$ cat src/rtl/gtech_xor_reduce_pipe.sv
`default_nettype none
// ============================================================================
// Module   : gtech_xor_reduce_pipe
// Brief    : Pipelined multi-channel XOR reduction, per-beat or per-packet;
//            EXP/ERR check ports exist only with GTECH_XOR_CHECK_EN defined.
// Revision : 1.0
// ============================================================================
module gtech_xor_reduce_pipe #(
    parameter int WIDTH    = 8,
    parameter int CHANNELS = 4,
    parameter int STAGES   = 2
) (
    input  logic                        clk,
    input  logic                        rstn,
    input  logic                        in_valid,
    output logic                        in_ready,
    input  logic [CHANNELS*WIDTH-1:0]   a,
    input  logic                        mode,
    input  logic                        in_last,
`ifdef GTECH_XOR_CHECK_EN
    input  logic [CHANNELS-1:0]         exp,
    output logic [CHANNELS-1:0]         err,
`endif
    output logic                        out_valid,
    input  logic                        out_ready,
    output logic [CHANNELS-1:0]         z,
    output logic                        out_last
);

    localparam int LEVELS = $clog2(WIDTH);
    localparam int PAD    = 1 << LEVELS;

    typedef logic [CHANNELS-1:0][PAD-1:0] word_t;

    // Tree levels completed by the logic feeding register k.
    function automatic int depth(input int k);
        if (k == 0) return 0;
        if (k >= STAGES - 1) return LEVELS;
        return (LEVELS * k) / (STAGES - 1);
    endfunction

    function automatic word_t fold(input word_t v, input int from, input int to);
        word_t cur;
        word_t nxt;
        cur = v;
        for (int lv = 0; lv < LEVELS; lv++) begin
            if (lv >= from && lv < to) begin
                nxt = '0;
                for (int c = 0; c < CHANNELS; c++) begin
                    for (int i = 0; i < PAD / 2; i++) begin
                        nxt[c][i] = cur[c][2*i] ^ cur[c][2*i+1];
                    end
                end
                cur = nxt;
            end
        end
        return cur;
    endfunction

    word_t                  in_word;
    logic                   ready_out;
    logic                   head_valid;
    word_t                  head_word;
    logic                   head_mode;
    logic                   head_last;
    logic                   move;
    logic [CHANNELS-1:0]    parity;
    logic [CHANNELS-1:0]    acc;
`ifdef GTECH_XOR_CHECK_EN
    logic [CHANNELS-1:0]    head_exp;
    logic [CHANNELS-1:0]    exp_hold;
`endif

    always_comb begin
        in_word = '0;
        for (int c = 0; c < CHANNELS; c++) begin
            in_word[c][WIDTH-1:0] = a[c*WIDTH +: WIDTH];
        end
    end

    assign ready_out = ~out_valid | out_ready;

    generate
        if (STAGES > 1) begin : g_pipe
            logic [STAGES-1:1]  valid;
            logic [STAGES-1:1]  smode;
            logic [STAGES-1:1]  slast;
            logic [STAGES-1:1]  ready;
            logic               chain;
            word_t              sword [1:STAGES-1];
`ifdef GTECH_XOR_CHECK_EN
            logic [CHANNELS-1:0] sexp [1:STAGES-1];
`endif

            // A stage can take a beat when it is empty or its content moves on.
            always_comb begin
                chain = ready_out;
                ready = '0;
                for (int k = STAGES - 1; k >= 1; k--) begin
                    chain    = ~valid[k] | chain;
                    ready[k] = chain;
                end
            end

            always_ff @(posedge clk) begin
                if (!rstn) begin
                    valid <= '0;
                end else begin
                    if (ready[1]) valid[1] <= in_valid;
                    for (int k = 2; k < STAGES; k++) begin
                        if (ready[k]) valid[k] <= valid[k-1];
                    end
                end
            end

            always_ff @(posedge clk) begin
                if (ready[1]) begin
                    sword[1] <= fold(in_word, depth(0), depth(1));
                    smode[1] <= mode;
                    slast[1] <= in_last;
`ifdef GTECH_XOR_CHECK_EN
                    sexp[1]  <= exp;
`endif
                end
                for (int k = 2; k < STAGES; k++) begin
                    if (ready[k]) begin
                        sword[k] <= fold(sword[k-1], depth(k-1), depth(k));
                        smode[k] <= smode[k-1];
                        slast[k] <= slast[k-1];
`ifdef GTECH_XOR_CHECK_EN
                        sexp[k]  <= sexp[k-1];
`endif
                    end
                end
            end

            assign in_ready   = ready[1];
            assign head_valid = valid[STAGES-1];
            assign head_word  = sword[STAGES-1];
            assign head_mode  = smode[STAGES-1];
            assign head_last  = slast[STAGES-1];
`ifdef GTECH_XOR_CHECK_EN
            assign head_exp   = sexp[STAGES-1];
`endif
        end else begin : g_direct
            assign in_ready   = ready_out;
            assign head_valid = in_valid;
            assign head_word  = in_word;
            assign head_mode  = mode;
            assign head_last  = in_last;
`ifdef GTECH_XOR_CHECK_EN
            assign head_exp   = exp;
`endif
        end
    endgenerate

    // Folding preserves total XOR, so reducing the whole padded word
    // finishes whatever part of the tree is left.
    always_comb begin
        parity = '0;
        for (int c = 0; c < CHANNELS; c++) begin
            parity[c] = ^head_word[c];
        end
    end

    assign move = head_valid & ready_out;

    always_ff @(posedge clk) begin
        if (!rstn) begin
            out_valid <= 1'b0;
            z         <= '0;
            out_last  <= 1'b0;
            acc       <= '0;
`ifdef GTECH_XOR_CHECK_EN
            exp_hold  <= '0;
`endif
        end else begin
            if (out_ready) out_valid <= 1'b0;
            if (move) begin
                if (!head_mode) begin
                    out_valid <= 1'b1;
                    z         <= parity;
                    out_last  <= 1'b0;
`ifdef GTECH_XOR_CHECK_EN
                    exp_hold  <= head_exp;
`endif
                end else if (!head_last) begin
                    acc <= acc ^ parity;
                end else begin
                    out_valid <= 1'b1;
                    z         <= acc ^ parity;
                    out_last  <= 1'b1;
                    acc       <= '0;
`ifdef GTECH_XOR_CHECK_EN
                    exp_hold  <= head_exp;
`endif
                end
            end
        end
    end

`ifdef GTECH_XOR_CHECK_EN
    assign err = (z ^ exp_hold) & {CHANNELS{out_valid}};
`endif

endmodule
`default_nettype wire

$ cat config.mk
export PLATFORM = sky130hd
export DESIGN_NAME = gtech_xor_reduce_pipe
export DESIGN_NICKNAME = d
export VERILOG_FILES = /design/src/rtl/gtech_xor_reduce_pipe.sv
export SDC_FILE = /design/constraint.sdc
export NUM_CORES = 1
export LEC_CHECK = 0
export ABC_AREA = 1
export CAP_MARGIN = 5
export CORE_MARGIN = 2
export CORE_UTILIZATION = 40
export CTS_CLUSTER_SIZE = 24
export DETAILED_ROUTE_END_ITERATION = 7
export GPL_TIMING_DRIVEN = 1
export MAX_ROUTING_LAYER = met4
export PLACE_DENSITY = 0.79
export SLEW_MARGIN = 0
export SYNTH_ARGS = -nofsm -noshare
export SYNTH_HDL_FRONTEND = slang
export SYNTH_SLANG_ARGS = --single-unit
$ cat constraint.sdc
create_clock -name clk -period 1.2 [get_ports clk]
set_input_delay 0.12 -clock clk [delete_from_list [all_inputs] [get_ports clk]]
set_output_delay 0.12 -clock clk [all_outputs]
set_load 0.1 [all_outputs]
==> out/metrics.csv <==
stage;metric;value;unit
layout;drive_above_1_share;10.5;%
global_routing;antenna_found_initial;0;
floorplan;pin_count;45;
layout;final_nets;371;
drt;wl_per_cell;7.69;um
synthesis;synth_xor_xnor_area_share;2.39;%
worst_hold_path;hold_path.class;in2reg;
synthesis;synth-adder-area-share;0;%
sta;period_minus_slack;1.19;ns
setup_path;cp.required;1.08;ns
drt;drt-vias-per-instance;4.22;
synthesis;yosysMostFrequentCell;nand2_1;
synthesis;ys_top_cells_by_count;nand2_1 (171), inv_1 (47), nor2_1 (17);
drt;postRouteWirelength;2.91;mm
setup_path;critical_path_class;reg2out;
synthesis;synth-seq-cells;17;
cts;cts_max_path_buffers;2;
synthesis;yosysTopAreaCellShare;43.8;%
synthesis;async_flop_share;0;%
placed_design;dpl-instance-area;0.00208;mm2
placed_design;dp_hpwl;2.40;mm
drt;drt_iter0_markers;44;
cts;cts_buffers;3;
synthesis;synth_compound_area_share;3.08;%
placed_design;gp_congestion;0.753;
setup_path;path_max_fanout;2;
setup_path;worstPathArrival;1.07;ns
synthesis;synth_edf_count;6;
drt;wl_met2;1.41;mm
sta;fin_worst_skew;0.00703;ns
global_routing;grt_pass1_vias;1374;
cts;cts_tree;yes;
layout;num_antenna_cells;0;
power_and_ir_drop;vdd_drop_max;0.376;mV
setup_path;end_kind;output port;
sta;final_max_slew_viol_count;0;
placed_design;io_buffers;44;
outcome;status;finished clean;
global_routing;grt_use_total;16.1;%
sta;rsz0062_at_grt;yes;
synthesis;synth_ff_type;dfxtp_1;
floorplan;die_width;64.5;um
drt;routed-via-count;1597;
synthesis;yosys.area_share.simple;54.1;%
drt;ant_nets;0;
global_routing;grt_max_degree;11;
cts;cts_sinks;17;
sta;worst_pin_slew;0.311;ns
sta;hold_violations;0;
power_and_ir_drop;power.density;773;mW/mm2
synthesis;yosysTopAreaCell;nand2_1;
drt;dr.pass1.iters;4;
synthesis;synth_top_family_by_area;simple AND/OR/NAND/NOR gates;
setup_path;critPathMaxStageDelay;0.37;ns
synthesis;muxShareOfSynthArea;0;%
synthesis;syn_inst;279;
synthesis;synth_warnings;0;
sta;fmax;0.844;GHz
cts;insertion_delay;0.30;ns
cts;cts_hold_buffers;0;
floorplan;core;0.00342;mm2
synthesis;yosysUniqueCellTypes;13;
layout;area_growth;45.8;%
setup_path;cp_cell_sequence;inv_2 > nor2_4 > nand2_8 > buf_12;
drt;highest_layer;met4;
floorplan;initial_utilization;42.9;%
drt;drcViolationCount;0;
cts;clkSlewWorstSetupHoldPaths;0.10;ns
floorplan;die_area;0.00416;mm2
synthesis;avgSynthCellArea;5.25;um2
placed_design;dp_slack;-0.0871;ns
synthesis;syn_nets;317;
setup_path;critical_path.startpoint_type;flop;
sta;setup_slack;0.0147;ns
drt;wl_met1;1.34;mm
synthesis;ys_seq_area_share;27.4;%
global_routing;grt_first_pass_wirelength;5.31;mm
setup_path;cpMaxStageDelayCell;dfxtp_4;
floorplan;chipHeight;64.5;um
sta;final-setup-viol-count;0;
sta;finalCritPeriodShare;98.8;%
cts;cts_root_buf;clkbuf_4;
drt;wl_met3;131;um
sta;maxSlewHeadroom;79.3;%
layout;final_area;0.00213;mm2
floorplan;num_rows;21;
cts;cts-htree-levels;1;
power_and_ir_drop;leakage;1.20;nW
synthesis;netlist_area;0.00146;mm2
flow_run;maxCapViolations;0;
synthesis;synthTopCellsByArea;nand2_1 (44%), dfxtp_1 (15%), edfxtp_1 (12%);
global_routing;overflow;0;
setup_path;r2r_slack;0.07;ns
layout;utilization;62.5;%
==> worst max-delay path, delay by kind of cell (launching register included) <==
family	cells	cell delay [ns]
DFF	1	0.37
buffers and inverters	2	0.21
and+or+nand+nor	2	0.20
==> registers in the layout, summed over array words and instances, names as in the netlist <==
name and count:
g_pipe.sword 4, z 4, out_valid 1, g_pipe.slast 1, g_pipe.valid 1, acc 4, out_last 1, g_pipe.smode 1
==> cell families (layout without fill, tap and decap cells) <==
logic type / Yosys count / count (layout)
flops: 17 / 17
compound gates: 9 / 9
simple gates: 200 / 200
buf+inv: 49 / 102
xor+xnor: 4 / 4
==> final timing paths <==
kind	startpoint	endpoint	cells after the start
worst min register to register	out_last	out_last	2
worst max-delay path	out_valid	in_ready	4
worst min-delay path	out_ready	out_valid	4
worst max register to register	out_valid	g_pipe.sword[1][0]	5
==> repair_timing <==
| action | in CTS | in global routing |
|---|---|---|
| gates cloned | 0 | 0 |
| setup endpoints to repair | 1 | 6 |
| pin swaps | 1 | 2 |
| gates resized for setup | 2 | 3 |
| buffers inserted | 2 | 1 |
==> routing by layer <==
layer | GRT usage [%] | up-vias
li1 | - | 933
met1 | 18.6 | 630
met2 | 28.1 | 30
met3 | 3.13 | 4
met4 | 5.32 | 0
met5 | - | -
==> power breakdown <==
part / internal [mW] / switching (mW)
Clock: 0.124 / 0.187
Sequential: 0.646 / 0.0392
Combinational: 0.296 / 0.360
Total: 1.07 / 0.586
==> cell type report <==
cell class / count / area, um2
Multi-Input combinational cell: 213 / 903
Clock buffer: 3 / 22.5
Sequential cell: 17 / 412
Timing Repair Buffer: 50 / 554
Clock inverter: 1 / 5.00
Inverter: 48 / 180
Tap cell: 46 / 57.6
Fill cell: 335 / 1280
==> cells in the final DEF (no fill, tap or decap), drive strengths merged <==
master	instances
clkbuf	3
clkdlybuf4s50	36
nand2	173
a21oi	9
dfxtp	11
xnor2	4
buf	13
nand3	9
inv	48
nor2	18
clkinv	1
edfxtp	6
dlygate4sd2	1
==> metrics by stage <==
stage | std cells | total power, mW | hold slack (ns) | setup TNS, ns
2_1_floorplan | 279 | 1.08 | 0.219 | -0.245
3_3_place_gp | 371 | 1.33 | 0.472 | -0.218
3_5_place_dp | 371 | 1.35 | 0.478 | -0.382
4_1_cts | 377 | 1.66 | 0.282 | 0
5_1_grt | 378 | 1.77 | 0.299 | -0.0532
6_report | 378 | 1.65 | 0.278 | 0
Power figures use the tool's default switching activity.
